$ cat src/rtl/stack_port_if.sv
// Request/response bundle between the CPU controller (master) and the
// stack port controller (slave).
interface stack_port_if #(
  parameter int DW = 8
) ();
  logic          req_valid;
  logic          req_ready;
  logic [1:0]    req_op;
  logic [DW-1:0] req_data;
  logic          rsp_valid;
  logic [DW-1:0] rsp_data;
  logic          rsp_err;

  modport master (
    output req_valid, req_op, req_data,
    input  req_ready, rsp_valid, rsp_data, rsp_err
  );

  modport slave (
    input  req_valid, req_op, req_data,
    output req_ready, rsp_valid, rsp_data, rsp_err
  );
endinterface

$ cat src/rtl/stack_port_ctrl.sv
// Sequences PUSH/POP/PEEK/CLEAR into isolated one-cycle stk_push/stk_pop pulses
// and tracks a shadow depth. Optional post-reset drain: STK_CTRL_RESET_DRAIN_EN.
module stack_port_ctrl #(
  parameter int DW         = 8,
  parameter int MAX_DEPTH  = 31,
  parameter int GAP_CYCLES = 1,
  localparam int CW        = $clog2(MAX_DEPTH + 1),
  localparam int GW        = $clog2(GAP_CYCLES + 1)
) (
  input  logic          clk_i,
  input  logic          rst_i,
  stack_port_if.slave   req_if,
  output logic [CW-1:0] depth_o,
  output logic          full_o,
  output logic          empty_o,
  output logic          stk_push_o,
  output logic          stk_pop_o,
  output logic [DW-1:0] stk_d_in_o,
  input  logic [DW-1:0] stk_d_out_i
);

  localparam logic [1:0] OP_PUSH  = 2'b00;
  localparam logic [1:0] OP_POP   = 2'b01;
  localparam logic [1:0] OP_PEEK  = 2'b10;
  localparam logic [1:0] OP_CLEAR = 2'b11;

`ifdef STK_CTRL_RESET_DRAIN_EN
  typedef enum logic [2:0] {S_IDLE, S_PULSE, S_GAP, S_RESP, S_DRAIN} state_e;
  logic [CW-1:0] drain_q;
`else
  typedef enum logic [2:0] {S_IDLE, S_PULSE, S_GAP, S_RESP} state_e;
`endif

  state_e        state_q;
  logic [1:0]    op_q;
  logic [CW-1:0] depth_q;
  logic [CW-1:0] depth_d;
  logic          full_q;
  logic          empty_q;
  logic          push_q;
  logic          pop_q;
  logic [DW-1:0] d_in_q;
  logic [GW-1:0] gap_q;
  logic          rsp_valid_q;
  logic          rsp_err_q;
  logic [DW-1:0] rsp_data_q;

  // Depth after the operation in flight completes (only PUSH grows the stack).
  always_comb begin
    depth_d = depth_q;
    if (op_q == OP_PUSH) begin
      depth_d = depth_q + CW'(1);
    end else begin
      depth_d = depth_q - CW'(1);
    end
  end

  // Operation sequencer: IDLE -> PULSE -> GAP -> RESP, with CLEAR looping PULSE/GAP.
  always_ff @(posedge clk_i) begin
    if (rst_i) begin
`ifdef STK_CTRL_RESET_DRAIN_EN
      state_q <= S_DRAIN;
      drain_q <= CW'(MAX_DEPTH);
`else
      state_q <= S_IDLE;
`endif
      op_q        <= OP_PUSH;
      depth_q     <= '0;
      full_q      <= 1'b0;
      empty_q     <= 1'b1;
      push_q      <= 1'b0;
      pop_q       <= 1'b0;
      d_in_q      <= '0;
      gap_q       <= '0;
      rsp_valid_q <= 1'b0;
      rsp_err_q   <= 1'b0;
      rsp_data_q  <= '0;
    end else begin
      push_q      <= 1'b0;
      pop_q       <= 1'b0;
      rsp_valid_q <= 1'b0;
      case (state_q)
        S_IDLE: begin
          if (req_if.req_valid) begin
            op_q       <= req_if.req_op;
            rsp_err_q  <= 1'b0;
            rsp_data_q <= '0;
            case (req_if.req_op)
              OP_PUSH: begin
                if (full_q) begin
                  rsp_valid_q <= 1'b1;
                  rsp_err_q   <= 1'b1;
                  state_q     <= S_RESP;
                end else begin
                  d_in_q  <= req_if.req_data;
                  push_q  <= 1'b1;
                  state_q <= S_PULSE;
                end
              end
              OP_POP: begin
                // Top of stack is captured before the pop pulse moves the pointer.
                if (empty_q) begin
                  rsp_valid_q <= 1'b1;
                  rsp_err_q   <= 1'b1;
                  state_q     <= S_RESP;
                end else begin
                  rsp_data_q <= stk_d_out_i;
                  pop_q      <= 1'b1;
                  state_q    <= S_PULSE;
                end
              end
              OP_PEEK: begin
                rsp_valid_q <= 1'b1;
                state_q     <= S_RESP;
                if (empty_q) begin
                  rsp_err_q <= 1'b1;
                end else begin
                  rsp_data_q <= stk_d_out_i;
                end
              end
              default: begin
                if (empty_q) begin
                  rsp_valid_q <= 1'b1;
                  state_q     <= S_RESP;
                end else begin
                  pop_q   <= 1'b1;
                  state_q <= S_PULSE;
                end
              end
            endcase
          end
        end
        S_PULSE: begin
          gap_q   <= GW'(GAP_CYCLES - 1);
          state_q <= S_GAP;
        end
        S_GAP: begin
          if (gap_q != '0) begin
            gap_q <= gap_q - GW'(1);
          end
`ifdef STK_CTRL_RESET_DRAIN_EN
          else if (drain_q != '0) begin
            drain_q <= drain_q - CW'(1);
            if (drain_q == CW'(1)) begin
              state_q <= S_IDLE;
            end else begin
              pop_q   <= 1'b1;
              state_q <= S_PULSE;
            end
          end
`endif
          else begin
            depth_q <= depth_d;
            full_q  <= (depth_d == CW'(MAX_DEPTH));
            empty_q <= (depth_d == CW'(0));
            if ((op_q == OP_CLEAR) && (depth_d != CW'(0))) begin
              pop_q   <= 1'b1;
              state_q <= S_PULSE;
            end else begin
              rsp_valid_q <= 1'b1;
              state_q     <= S_RESP;
            end
          end
        end
        S_RESP: begin
          state_q <= S_IDLE;
        end
`ifdef STK_CTRL_RESET_DRAIN_EN
        S_DRAIN: begin
          pop_q   <= 1'b1;
          state_q <= S_PULSE;
        end
`endif
        default: begin
          state_q <= S_IDLE;
        end
      endcase
    end
  end

  assign req_if.req_ready = (state_q == S_IDLE);
  assign req_if.rsp_valid = rsp_valid_q;
  assign req_if.rsp_err   = rsp_err_q;
  assign req_if.rsp_data  = rsp_data_q;
  assign depth_o          = depth_q;
  assign full_o           = full_q;
  assign empty_o          = empty_q;
  assign stk_push_o       = push_q;
  assign stk_pop_o        = pop_q;
  assign stk_d_in_o       = d_in_q;

endmodule
$ cat src/flat_wrapper.sv
// flat-port wrapper written by rule: the top's interface ports become plain ports
module stack_port_ctrl_flat 
#(
  parameter int DW         = 8,
  parameter int MAX_DEPTH  = 31,
  parameter int GAP_CYCLES = 1,
  localparam int CW        = $clog2(MAX_DEPTH + 1),
  localparam int GW        = $clog2(GAP_CYCLES + 1)
)
  (clk_i, rst_i, depth_o, full_o, empty_o, stk_push_o, stk_pop_o, stk_d_in_o, stk_d_out_i, req_if_req_valid, req_if_req_op, req_if_req_data, req_if_req_ready, req_if_rsp_valid, req_if_rsp_data, req_if_rsp_err);
  stack_port_if #(.DW(DW)) req_if_i ();
  input  logic clk_i;
  input  logic rst_i;
  output logic [CW-1:0] depth_o;
  output logic full_o;
  output logic empty_o;
  output logic stk_push_o;
  output logic stk_pop_o;
  output logic [DW-1:0] stk_d_in_o;
  input  logic [DW-1:0] stk_d_out_i;
  input wire logic [$bits(req_if_i.req_valid)-1:0] req_if_req_valid;
  input wire logic [$bits(req_if_i.req_op)-1:0] req_if_req_op;
  input wire logic [$bits(req_if_i.req_data)-1:0] req_if_req_data;
  output wire logic [$bits(req_if_i.req_ready)-1:0] req_if_req_ready;
  output wire logic [$bits(req_if_i.rsp_valid)-1:0] req_if_rsp_valid;
  output wire logic [$bits(req_if_i.rsp_data)-1:0] req_if_rsp_data;
  output wire logic [$bits(req_if_i.rsp_err)-1:0] req_if_rsp_err;
  assign req_if_i.req_valid = req_if_req_valid;
  assign req_if_i.req_op = req_if_req_op;
  assign req_if_i.req_data = req_if_req_data;
  assign req_if_req_ready = req_if_i.req_ready;
  assign req_if_rsp_valid = req_if_i.rsp_valid;
  assign req_if_rsp_data = req_if_i.rsp_data;
  assign req_if_rsp_err = req_if_i.rsp_err;
  stack_port_ctrl #(.DW(DW), .MAX_DEPTH(MAX_DEPTH), .GAP_CYCLES(GAP_CYCLES)) u_core (.clk_i(clk_i), .rst_i(rst_i), .req_if(req_if_i), .depth_o(depth_o), .full_o(full_o), .empty_o(empty_o), .stk_push_o(stk_push_o), .stk_pop_o(stk_pop_o), .stk_d_in_o(stk_d_in_o), .stk_d_out_i(stk_d_out_i));
endmodule
$ cat config.mk
export PLATFORM = sky130hd
export DESIGN_NAME = stack_port_ctrl_flat
export DESIGN_NICKNAME = d
export VERILOG_FILES = /design/src/rtl/stack_port_if.sv /design/src/rtl/stack_port_ctrl.sv /design/src/flat_wrapper.sv
export SDC_FILE = /design/constraint.sdc
export NUM_CORES = 1
export LEC_CHECK = 0
export CAP_MARGIN = 20
export CORE_ASPECT_RATIO = 0.6
export CORE_MARGIN = 2
export CORE_UTILIZATION = 49
export CTS_CLUSTER_DIAMETER = 80
export DETAILED_ROUTE_END_ITERATION = 7
export HOLD_SLACK_MARGIN = 0.12
export PLACE_DENSITY = 0.86
export SLEW_MARGIN = 20
export SYNTH_ARGS = -nofsm -noshare
export SYNTH_HDL_FRONTEND = slang
export SYNTH_SLANG_ARGS = --single-unit
$ cat constraint.sdc
create_clock -name clk_i -period 5.4 [get_ports clk_i]
set_input_delay 1.08 -clock clk_i [delete_from_list [all_inputs] [get_ports clk_i]]
set_output_delay 1.08 -clock clk_i [all_outputs]
set_load 0.01 [all_outputs]
======== Word-level counts from Yosys, hierarchy flattened ========
Cells that the tools add are included.
cells by class
  $add $sub $neg .......................... 3
  equality and inequality tests ........... 8
  muxes and demuxes ....................... 27
  bitwise logic cells ..................... 5
  reduce and logical (&&, ||, !) cells .... 14
operator list
  kind                                                                    count
  8-bit two-way mux                                                       2
  1-bit two-way mux                                                       12
  1-bit one-hot mux with 2 select lines                                   5
  3-bit one-hot mux with 3 select lines                                   1
  2-bit two-way mux                                                       3
  3-bit two-way mux                                                       2
  3-bit one-hot mux with 2 select lines                                   1
  2-bit AND reduction                                                     3
  5-bit by 1-bit adder with 5-bit output (second input constant)          1
  5-bit equality test (second input constant)                             1
  5-bit zero test                                                         1
  5-bit two-way mux                                                       1
  1-bit NOT                                                               5
  5-bit nonzero test                                                      1
  5-bit by 1-bit subtractor with 5-bit output (second input constant)     1
  2-bit equality test (second input constant)                             2
  2-bit zero test                                                         2
  2-bit inequality test (second input constant)                           2
  4-bit AND reduction                                                     1
  2-bit OR reduction                                                      2
  4-bit OR reduction                                                      1
  3-bit by 1-bit equality test with 1-bit output (second input constant)  1
  3-bit by 2-bit equality test with 1-bit output (second input constant)  1
  3-bit zero test                                                         1
  4 further kinds                                                         4
storage, ports and cells
  register bits ........................... 33

======== Logic depth before layout (Yosys ltp) ========
Gate-level depths: netlist of the first run.
  word-level depth ........................ 7
  depth in mapped cells ................... 8
  mapped depth without buffers ............ 8

======== Least setup slack after synthesis of the first run ========
OpenSTA, ideal clock, no wires.
  path kind ............................... input to register
  start point ............................. input req_if_req_op[0]
  end point ............................... register u_core.state_q[1]
  arrival ................................. 1,954 ps
  data required time ...................... 5,268 ps
  slack ................................... 3,315 ps
  stages on the path ...................... 6
  path buffers ............................ 0
  cell sequence ........................... inv_1 > ha_1 > mux2i_1 > a21oi_1 > nor3_1 > a211oi_1
on the way
  word-level cells in the longest chain between the ends .. 4
RTL lines
  what                                                    RTL line                source
  from (decl)                                             flat_wrapper.sv:22      input wire logic [$bits(req_if_i.req_op)-1:0] req_if_req_op;
  2-bit equality test or 2-bit zero test (tied branches)  stack_port_ctrl.sv:88   case (req_if.req_op)
  3-bit one-hot mux with 2 select lines (*)               stack_port_ctrl.sv:88
  3-bit two-way mux (*)                                   stack_port_ctrl.sv:84   if (req_if.req_valid) begin
  3-bit one-hot mux with 3 select lines (*)               stack_port_ctrl.sv:82   case (state_q)
  to (signal assigned)                                    stack_port_ctrl.sv:93   state_q <= S_RESP;
  to (signal assigned)                                    stack_port_ctrl.sv:97   state_q <= S_PULSE;
  to (signal assigned)                                    stack_port_ctrl.sv:105  state_q <= S_RESP;
  to (decl)                                               stack_port_ctrl.sv:34   state_e state_q;
Mark *: on every way between the ends. The rest lies on a longest branch, timed or not. The select of a mux whose other input is x is not followed.
A chain may end at the register's enable or synchronous reset.

======== Final worst setup path of the first run ========
  start point ............................. input req_if_req_valid
  end point ............................... register u_core.d_in_q[0], in the netlist u_core.stk_d_in_o[0]
on the way
  word-level cells in the longest chain between the ends .. 1
RTL lines
  what                                  RTL line               source
  from (decl)                           flat_wrapper.sv:21     input wire logic [$bits(req_if_i.req_valid)-1:0] req_if_req_valid;
  4-bit AND reduction (no source line)  --
  to (signal assigned)                  stack_port_ctrl.sv:95  d_in_q <= req_if.req_data;
  to (decl)                             stack_port_ctrl.sv:42  logic [DW-1:0] d_in_q;
No other way between the ends.

==> results.py, run 1 <==
metrics = {
    "outcome": {
        "status": "completed",
    },
    "power_and_ir_drop": {
        "p_sw_share_pct": 27.21,
        "p_comb_share_pct": 20.6,
        "pwr-share-seq_pct": 44.5,
        "leakagePower_nw": 0.8616,
        "power_density_nw_per_um2": 275.4,
        "vdd_ir_drop_max_mv": 0.2351,
        "p_switching_uw": 155.4,
        "p_clk_share_pct": 34.8,
        "p_int_uw": 415.6,
    },
    "cells_and_area": {
        "seq_area_um2": 620.6,
        "final_area_um2": 2073,
        "area_delta_synth_final_pct": 39.48,
        "nNetsFinal": 244,
        "final_layout_size_suffix_gt1_share_pct": 5.581,
        "multiInputGateArea_um2": 797.0,
        "fillerInstances": 223,
        "antenna_cells": 0,
        "layoutNonFillerInstCount": 257,
    },
    "setup_path": {
        "cpPeakStageDelay_ps": 600,
        "cp-end-kind": "register",
        "crit_type": "input port to register",
        "reg2reg_slack_ps": 3240,
        "critPathRequiredTime_ps": 5520,
        "critical-path-top-delay-family": "simple AND/OR/NAND/NOR gates",
        "rr_startpoint": "u_core.op_q[0]$_SDFFE_PP0P_",
        "cp-start-kind": "input port",
        "crit_chain": "clkdlybuf4s50_1 -> nor3b_2 -> nand3b_1 -> mux2i_1 -> nor2_1",
        "r2r-end": "u_core.stk_pop_o$_SDFF_PP0_",
        "crit_arrival_ps": 3160,
        "crit_path_top_delay_cell": "nor3b_2",
        "r2r_cells": 7,
        "critPathBufInv": 1,
        "crit_fanout": 11,
    },
    "synth": {
        "synth_most_common_cell": "dfxtp_1",
        "avgSynthCellArea_um2": 8.795,
        "netlist_top_cells_area": "dfxtp_1 42%, ha_1 6.7%, mux2i_1 6.1%, a21oi_1 5.7%, nand2_1 4.8%",
        "synth_area_leader_cell": "dfxtp_1",
        "syn-cell-area_um2": 1486,
        "ys_warn_count": 0,
        "yosysUniqueCellTypes": 41,
        "seq_area_frac_synth_pct": 41.75,
        "synth.net_count": 199,
        "synth_ff_type": "dfxtp_1",
        "synth_edf_count": 0,
        "async_reset_ff_share_pct": 0,
        "syn_inst": 169,
        "ys_ff_latch": 31,
        "synth_top_area_share_pct": 41.75,
        "synth_common_cells": "31 x dfxtp_1, 19 x nand2_1, 17 x a21oi_1, 16 x nor2_1, 12 x nand3_1",
    },
    "placed_design": {
        "numPortBuffers": 48,
        "postPlaceCellArea_um2": 1968,
        "dp_cells": 249,
        "gp_routability_congestion": 0.7987,
        "dpl.hpwl_mm": 2.728,
    },
    "min_path": {
        "hp-class": "register to register",
        "hold_depth": 2,
        "min-delay-start": "u_core.req_if.rsp_data[2]$_SDFFE_PP0P_",
        "worstHoldEndpoint": "u_core.req_if.rsp_data[2]$_SDFFE_PP0P_",
    },
    "floorplan": {
        "core_area_um2": 2872,
        "die_y_um": 46.66,
        "rows": 15,
        "die-area_um2": 3504,
        "boundaryPins": 49,
        "fp.dieW_um": 75.11,
        "initial_core_util_pct": 51.76,
    },
    "routing": {
        "via_count": 1386,
        "vias_per_cell": 5.393,
        "firstDrtPassIters": 4,
        "postRouteWirelength_mm": 3.760,
        "drc": 0,
        "post_drt_wl_per_cell_um": 14.63,
        "drt_iter0_markers": 179,
        "ant_nets": 0,
    },
    "global_routing": {
        "grt_pass1_wl_mm": 6.030,
        "antenna_found_initial": 0,
        "grt_pass1_vias": 1287,
        "grt_max_degree": 32,
        "grt-ovfl-total": 0,
        "grt_use_total_pct": 23.93,
    },
    "sta": {
        "finalHoldViolations": 0,
        "hold_slack_ps": 465.1,
        "max_slew.worst_pin.slew_ps": 1034,
        "layout_worst_path_cycle_share_pct": 56.15,
        "clock.fmax_mhz": 329.8,
        "min_period_ps": 3032,
        "rsz0062_at_grt": "no",
        "fin_setup_tns_ps": 0,
        "worst_clock_skew_ps": 2.783,
        "finalSetupViolations": 0,
        "maxSlewViolCount": 0,
        "max-slew-margin-rel_pct": 30.87,
    },
    "clock_tree": {
        "clkLatencyLatePin_ps": 280,
        "cts_root_buffer": "clkbuf_8",
        "cts.sinks": 31,
        "cts_buffers": 5,
        "clk_pin_slew_ps": 60,
        "cts_tree": "built",
        "cts_buffer_depth": 2,
        "ctsHtreeMaxLevel": 2,
        "postCtsSetupRepairBufs": 0,
        "hold_buffers": 0,
        "cts_resized": 0,
    },
    "flow_run": {
        "maxCapViolCount": 0,
    },
}
## power groups by stage
stage | registers (mW) | clock network, mW | logic (mW)
after CTS | 0.254 | 0.202 | 0.117
after global placement | 0.258 | 0 | 0.111
final | 0.254 | 0.199 | 0.118
after floorplan | 0.260 | 0 | 0.0670
after detailed placement | 0.259 | 0 | 0.116
after global routing | 0.256 | 0.212 | 0.129
## worst max-delay path by stage
stage / from / end / slack (ps) / cells after the start
after floorplan: req_if_req_op[0] / u_core.state_q[1]$_SDFFE_PP0P_ / 3310 / 6
after global placement: req_if_req_valid / u_core.stk_d_in_o[1]$_SDFFE_PP0P_ / 1830 / 5
after detailed placement: req_if_req_valid / u_core.stk_d_in_o[0]$_SDFFE_PP0P_ / 1550 / 5
after CTS: req_if_req_valid / u_core.stk_d_in_o[0]$_SDFFE_PP0P_ / 1830 / 5
after global routing: req_if_req_valid / u_core.stk_d_in_o[1]$_SDFFE_PP0P_ / 2220 / 5
final: req_if_req_valid / u_core.stk_d_in_o[0]$_SDFFE_PP0P_ / 2370 / 5
## per-layer routing
metal | track usage, % | wire length, um | vias to the layer above
li1 | - | - | 672
met1 | 30.41 | 1599 | 641
met2 | 38.95 | 1749 | 67
met3 | 7.440 | 371 | 6
met4 | 8.214 | 38 | 0
met5 | 0 | 0 | -
## layout make-up
class,instances,share of cell area [%]
Multi-Input combinational cell,122,38.44
Sequential cell,31,29.93
Timing Repair Buffer,48,23.17
Clock buffer,8,4.828
Tap cell,42,2.535
Inverter,6,1.086
## through the flow
stage / power (mW) / setup slack, ps / utilization [%]
final: 0.5710 / 2368 / 72.20
after global routing: 0.5972 / 2222 / 72.20
after CTS: 0.5724 / 1829 / 72.03
after detailed placement: 0.3750 / 1550 / 68.54
after global placement: 0.3689 / 1831 / 68.54
after floorplan: 0.3269 / 3315 / -
## flip-flops by register name, indices dropped and copies added (netlist names)
signal,flops
u_core.state_q,2
u_core.depth_o,5
u_core.stk_d_in_o,8
u_core.req_if.rsp_valid,1
u_core.stk_push_o,1
u_core.req_if.rsp_data,8
u_core.empty_o,1
u_core.op_q,2
u_core.stk_pop_o,1
u_core.full_o,1
u_core.req_if.rsp_err,1
## placed cells by master (no fill, tap or decap), types with 6 or more instances in the layout
master / instances
inv_1: 6
nor2_1: 16
clkdlybuf4s50_1: 48
mux2i_1: 9
nand2_1: 19
clkbuf_8: 7
ha_1: 8
a21oi_1: 17
nand3_1: 12
dfxtp_1: 31
## logic make-up (layout without fill, tap and decap cells)
logic type,count (synthesis),in the layout,share of synthesized area [%]
buf+inv,16,62,4.966
simple gates,70,70,23.57
fa+ha+maj,9,9,8.081
xor+xnor,2,2,2.104
compound gates,32,32,13.47
mux,9,9,6.061
flops,31,31,41.75
## worst min-delay path, cell delays in order (launching register included)
cell and delay (ps):
dfxtp_1 310, nand2_1 60, a21oi_1 50
No activity file was read; power rests on OpenSTA's default activity.
==> inputs of run 2 (changes only) <==
--- a/config.mk
+++ b/config.mk
@@ -8,11 +8,11 @@
 export CAP_MARGIN = 20
 export CORE_ASPECT_RATIO = 0.6
 export CORE_MARGIN = 2
-export CORE_UTILIZATION = 49
+export CORE_UTILIZATION = 45
 export CTS_CLUSTER_DIAMETER = 80
 export DETAILED_ROUTE_END_ITERATION = 7
 export HOLD_SLACK_MARGIN = 0.12
-export PLACE_DENSITY = 0.86
+export PLACE_DENSITY = 0.8
 export SLEW_MARGIN = 20
 export SYNTH_ARGS = -nofsm -noshare
 export SYNTH_HDL_FRONTEND = slang
==> constraint.sdc (replaced) <==
create_clock -name clk_i -period 3 [get_ports clk_i]
set_input_delay 0.6 -clock clk_i [delete_from_list [all_inputs] [get_ports clk_i]]
set_output_delay 0.6 -clock clk_i [all_outputs]
set_load 0.01 [all_outputs]
==> run 2 against run 1 <==
Global-route usage fell by 4.0 points. Register-to-register slack got worse by 2400 ps. Combinational power rose by 81%. Sequential power up 80%. Via count decreased by 4.3%. Clock-buffer cell count shrank 1. Total power increased by 73%. Wire length fell by 7.7%. Sequential share of layout area is 0.073 points higher. Highest routed layer unchanged. Utilization shrank 7.6 points. Clock power is 59% higher. Critical path depth up 2.
==> results.py, run 2 (synthesis results as in run 1) <==
metrics = {
    "outcome": {
        "status": "completed",
    },
    "cells_and_area": {
        "area_delta_synth_final_pct": 39.14,
        "antenna_cells": 0,
        "nNetsFinal": 246,
        "final_common_cell": "clkdlybuf4s50_1",
        "final_cell_mix": "48 x clkdlybuf4s50_1, 31 x dfxtp_1, 19 x nand2_1",
        "final_layout_size_suffix_gt1_share_pct": 5.530,
    },
    "power_and_ir_drop": {
        "p_comb_share_pct": 21.8,
        "vdd_ir_drop_max_mv": 0.3310,
        "leakagePower_nw": 0.8596,
        "pwr-share-seq_pct": 46.2,
        "p_switching_uw": 281.7,
        "power_density_nw_per_um2": 476.5,
        "p_int_uw": 703.9,
        "p_clk_share_pct": 32.0,
        "p_sw_share_pct": 28.58,
    },
    "clock_tree": {
        "ctsHtreeMaxLevel": 2,
        "cts.sinks": 31,
        "postCtsSetupRepairBufs": 0,
        "hold_buffers": 0,
        "clk_pin_slew_ps": 70,
        "cts_root_buffer": "clkbuf_8",
        "cts_buffer_depth": 2,
        "cts_resized": 0,
        "clkLatencyLatePin_ps": 290,
        "cts_buffers": 5,
        "cts_tree": "built",
    },
    "sta": {
        "max_slew.worst_pin.slew_ps": 606.2,
        "finalSetupViolations": 0,
        "layout_worst_path_cycle_share_pct": 71.00,
        "clock.fmax_mhz": 469.5,
        "rsz0062_at_grt": "no",
        "max-slew-margin-rel_pct": 59.51,
        "min_period_ps": 2130,
        "worst_clock_skew_ps": 5.336,
        "maxSlewViolCount": 0,
        "hold_slack_ps": 456.0,
        "fin_setup_tns_ps": 0,
        "finalHoldViolations": 0,
    },
    "setup_path": {
        "critPathRequiredTime_ps": 3180,
        "cpPeakStageDelay_ps": 430,
        "crit_type": "register to register",
        "cp-start-kind": "register",
        "critical-path-top-delay-family": "compound AO/OA/AOI/OAI gates",
        "crit_fanout": 5,
        "cp.depth": 7,
        "critPathBufInv": 1,
        "r2r-end": "u_core.stk_pop_o$_SDFF_PP0_",
        "reg2reg_slack_ps": 870,
        "r2r_cells": 7,
        "crit_path_top_delay_cell": "fa_1",
        "crit_chain": "nor2_1 -> inv_1 -> fa_1 -> xor2_1 -> a211oi_1 -> o211ai_2 -> a32o_1",
        "rr_startpoint": "u_core.op_q[0]$_SDFFE_PP0P_",
        "cp-end-kind": "register",
        "crit_arrival_ps": 2310,
    },
    "floorplan": {
        "die-area_um2": 3794,
        "boundaryPins": 49,
        "rows": 16,
        "die_y_um": 48.52,
        "initial_core_util_pct": 46.41,
        "fp.dieW_um": 78.20,
        "core_area_um2": 3203,
    },
    "placed_design": {
        "numPortBuffers": 48,
        "dpl.hpwl_mm": 2.587,
        "gp_routability_congestion": 0.8990,
    },
    "flow_run": {
        "maxCapViolCount": 0,
    },
    "min_path": {
        "hold_depth": 2,
        "min-delay-start": "u_core.req_if.rsp_data[2]$_SDFFE_PP0P_",
        "worstHoldEndpoint": "u_core.req_if.rsp_data[2]$_SDFFE_PP0P_",
        "hp-class": "register to register",
    },
    "routing": {
        "vias_per_cell": 5.065,
        "ant_nets": 0,
        "drt_iter0_markers": 87,
        "post_drt_wl_per_cell_um": 13.24,
        "via_count": 1327,
        "firstDrtPassIters": 4,
        "postRouteWirelength_mm": 3.470,
        "drc": 0,
    },
    "global_routing": {
        "grt_pass1_vias": 1297,
        "grt_max_degree": 21,
        "antenna_found_initial": 0,
        "grt_pass1_wl_mm": 5.940,
        "grt-ovfl-total": 0,
        "grt_use_total_pct": 19.98,
    },
}
-- run 2: changes by cell type in the layout (fill, tap and decap cells not counted), sizes merged --
cell	previous run	this run
buf	0	2
clkbuf	8	7
clkinv	0	1
-- run 2: worst max path at each step --
stage                                     start                                end
floorplan           u_core.op_q[0]$_SDFFE_PP0P_        u_core.stk_pop_o$_SDFF_PP0_
global placement               req_if_req_valid  u_core.stk_d_in_o[6]$_SDFFE_PP0P_
detailed placement             req_if_req_valid  u_core.stk_d_in_o[1]$_SDFFE_PP0P_
CTS                 u_core.op_q[0]$_SDFFE_PP0P_        u_core.stk_pop_o$_SDFF_PP0_
global route        u_core.op_q[1]$_SDFFE_PP0P_        u_core.stk_pop_o$_SDFF_PP0_
finish              u_core.op_q[0]$_SDFFE_PP0P_        u_core.stk_pop_o$_SDFF_PP0_
-- run 2: stage by stage --
stage | util, % | cells | setup slack (ps) | instance area [um^2] | power [mW]
finish | 64.57 | 262 | 869.9 | 2068 | 0.9855
global route | 64.57 | 262 | 686.8 | 2068 | 1.040
CTS | 64.57 | 262 | 885.6 | 2068 | 0.9948
detailed placement | 62.03 | 254 | 588.7 | 1987 | 0.6761
global placement | 62.03 | 254 | 647.3 | 1987 | 0.6686
floorplan | - | 169 | 1133 | 1486 | 0.5885
-- run 2: power groups by stage --
| stage | clock [mW] | sequential [mW] | combinational (mW) |
|---|---|---|---|
| 4_1_cts | 0.326 | 0.455 | 0.214 |
| 6_report | 0.316 | 0.456 | 0.214 |
| 5_1_grt | 0.347 | 0.459 | 0.234 |
| 3_3_place_gp | 0 | 0.464 | 0.205 |
| 3_5_place_dp | 0 | 0.464 | 0.212 |
| 2_1_floorplan | 0 | 0.468 | 0.121 |
-- run 2: tightest hold or removal path, delay by kind of cell (launching register included) --
kind / cells / cell delay (ps)
simple gates: 1 / 50
flops: 1 / 310
compound gates: 1 / 50
-- run 2: layer usage --
metal | vias to the layer above | track usage [%] | routed length, um | part of all wire, %
li1 | 672 | - | - | -
met1 | 607 | 26.11 | 1687 | 49
met2 | 40 | 30.46 | 1478 | 43
met3 | 8 | 6.343 | 247 | 7.1
met4 | 0 | 8.772 | 56 | 1.6
met5 | - | 0 | 0 | 0
-- run 2: layout make-up --
type                    instances  area, um^2
clock buffers                   7       76.32
clock inverters                 1       5.005
fillers                       260        1135
inverters                       6       22.52
multi-input cells             122       792.0
flip-flops and latches         31       620.6
well taps                      45       56.30
repair buffers                 50       495.5
==> inputs of run 3 (changes only) <==
==> constraint.sdc (replaced) <==
create_clock -name clk_i -period 2 [get_ports clk_i]
set_input_delay 0.4 -clock clk_i [delete_from_list [all_inputs] [get_ports clk_i]]
set_output_delay 0.4 -clock clk_i [all_outputs]
set_load 0.01 [all_outputs]
==> run 3 against run 2 <==
Sequential share of layout area decreased by 2.2 points. First-iteration DRC count rose by 17%. Die area is the same. Utilization grew 5.2 points. Worst setup slack worse by 800 ps. Global-route usage is 2.2 points higher. Largest cell class unchanged. Flip-flop and latch count unchanged.
==> results.py, run 3 (synthesis results as in run 1) <==
metrics = {
    "setup_path": {
        "crit_fanout": 4,
        "crit_arrival_ps": 2100,
        "crit_type": "register to register",
        "r2r_cells": 7,
        "cp-end-kind": "register",
        "cpPeakStageDelay_ps": 440,
        "critPathRequiredTime_ps": 2170,
        "critical-path-top-delay-family": "adder cells",
        "rr_startpoint": "u_core.op_q[1]$_SDFFE_PP0P_",
        "startpoint": "u_core.op_q[1]$_SDFFE_PP0P_",
        "critPathBufInv": 1,
        "crit_end": "u_core.stk_pop_o$_SDFF_PP0_",
        "crit_path_top_delay_cell": "fa_2",
        "r2r-end": "u_core.stk_pop_o$_SDFF_PP0_",
        "reg2reg_slack_ps": 70,
        "cp-start-kind": "register",
        "cp.depth": 7,
        "crit_chain": "nor2_2 -> inv_2 -> fa_2 -> xor2_4 -> and4b_1 -> o211ai_2 -> a32o_1",
    },
    "routing": {
        "drt_iter0_markers": 102,
        "ant_nets": 0,
        "post_drt_wl_per_cell_um": 14.56,
        "firstDrtPassIters": 4,
        "via_count": 1416,
        "postRouteWirelength_mm": 3.989,
        "vias_per_cell": 5.168,
        "drc": 0,
    },
    "global_routing": {
        "grt_pass1_vias": 1397,
        "grt_util_met1_pct": 27.05,
        "grt-ovfl-total": 0,
        "gr-usage-met3_pct": 6.716,
        "antenna_found_initial": 0,
        "grt_use_total_pct": 22.18,
        "grt_util_met2_pct": 35.78,
        "grt-busiest-layer": "met2",
        "grt_pass1_wl_mm": 6.458,
        "grt_max_degree": 21,
    },
    "placed_design": {
        "pre_cts_slack_ps": -61.72,
        "dpl.hpwl_mm": 2.976,
        "numPortBuffers": 48,
        "postPlaceCellArea_um2": 2069,
        "gp_routability_congestion": 0.8577,
        "dp_cells": 265,
    },
    "floorplan": {
        "rows": 16,
        "die-area_um2": 3794,
        "die_y_um": 48.52,
        "fp.dieW_um": 78.20,
        "initial_core_util_pct": 46.41,
        "boundaryPins": 49,
        "core_area_um2": 3203,
    },
    "sta": {
        "maxSlewViolCount": 0,
        "finalHoldViolations": 0,
        "worst_clock_skew_ps": 7.875,
        "worst_slack_ps": 70.91,
        "hold_slack_ps": 454.2,
        "rsz0062_at_grt": "yes",
        "max_slew.worst_pin.slew_ps": 352.9,
        "min_period_ps": 1929,
        "max-slew-margin-rel_pct": 76.26,
        "finalSetupViolations": 0,
        "clock.fmax_mhz": 518.4,
        "layout_worst_path_cycle_share_pct": 96.45,
    },
    "clock_tree": {
        "clkLatencyLatePin_ps": 290,
        "ctsHtreeMaxLevel": 2,
        "cts.sinks": 31,
        "hold_buffers": 0,
        "cts_buffer_depth": 2,
        "clk_pin_slew_ps": 70,
        "cts_root_buffer": "clkbuf_8",
        "cts_buffers": 5,
        "cts_tree": "built",
    },
    "cells_and_area": {
        "final_cell_mix": "48 x clkdlybuf4s50_1, 30 x dfxtp_1, 19 x nand2_1",
        "final_area_um2": 2233,
        "final_layout_size_suffix_gt1_share_pct": 15.72,
        "fin_util_pct": 69.73,
        "nNetsFinal": 258,
        "area_delta_synth_final_pct": 50.25,
        "antenna_cells": 0,
        "layoutNonFillerInstCount": 274,
        "final_common_cell": "clkdlybuf4s50_1",
    },
    "power_and_ir_drop": {
        "power_density_nw_per_um2": 698.3,
        "leakagePower_nw": 0.9123,
        "vdd_ir_drop_max_mv": 0.4526,
    },
    "min_path": {
        "hp-class": "register to register",
    },
    "outcome": {
        "status": "completed",
    },
    "flow_run": {
        "maxCapViolCount": 0,
    },
}
[run 3: area by class of cell]
| class | instances | area (um^2) |
|---|---|---|
| Inverter | 6 | 22.52 |
| Tap cell | 45 | 56.30 |
| Clock inverter | 1 | 5.005 |
| Fill cell | 265 | 969.7 |
| Clock buffer | 7 | 76.32 |
| Timing Repair Buffer | 62 | 585.6 |
| Sequential cell | 31 | 621.8 |
| Multi-Input combinational cell | 122 | 865.8 |
[run 3: per-layer routing]
metal | share of wire (%) | wire, um
met5 | 0 | 0
met4 | 2.3 | 91
met3 | 6.4 | 254
met2 | 45 | 1804
met1 | 46 | 1838
[run 3: through the flow]
step           total power [mW]  setup TNS [ps]
2_1_floorplan            0.8827               0
3_3_place_gp              1.036               0
3_5_place_dp              1.047          -61.72
4_1_cts                   1.524               0
5_1_grt                   1.634          -32.06
6_report                  1.560               0
[run 3: worst min path at each step]
stage                                                 startpoint                                     end  slack (ps)  depth (start not counted)
after floorplan                      u_core.op_q[0]$_SDFFE_PP0P_             u_core.op_q[0]$_SDFFE_PP0P_         460                          2
after global placement    u_core.req_if.rsp_data[7]$_SDFFE_PP0P_  u_core.req_if.rsp_data[7]$_SDFFE_PP0P_         440                          2
after detailed placement  u_core.req_if.rsp_data[5]$_SDFFE_PP0P_  u_core.req_if.rsp_data[5]$_SDFFE_PP0P_         450                          2
after CTS                 u_core.req_if.rsp_data[5]$_SDFFE_PP0P_  u_core.req_if.rsp_data[5]$_SDFFE_PP0P_         450                          2
after global routing      u_core.req_if.rsp_data[3]$_SDFFE_PP0P_  u_core.req_if.rsp_data[3]$_SDFFE_PP0P_         480                          2
final                     u_core.req_if.rsp_data[1]$_SDFFE_PP0P_  u_core.req_if.rsp_data[1]$_SDFFE_PP0P_         450                          2
[run 3: tightest hold or removal path, cell delays in order (launching register included)]
cell and delay (ps):
dfxtp_1 310, nand2_1 50, a21oi_1 50
[run 3: where the power goes]
| group | internal, mW | total, mW | switching (mW) |
|---|---|---|---|
| sequential | 0.650 | 0.684 | 0.0336 |
| clock | 0.244 | 0.475 | 0.231 |
| combinational | 0.208 | 0.400 | 0.192 |
[run 3: timing repair]
action / 4_1_cts / 5_1_grt
setup endpoints to repair: 2 / 5
buffers inserted: 0 / 1
gates resized for setup: 2 / 13
pin swaps: 0 / 7
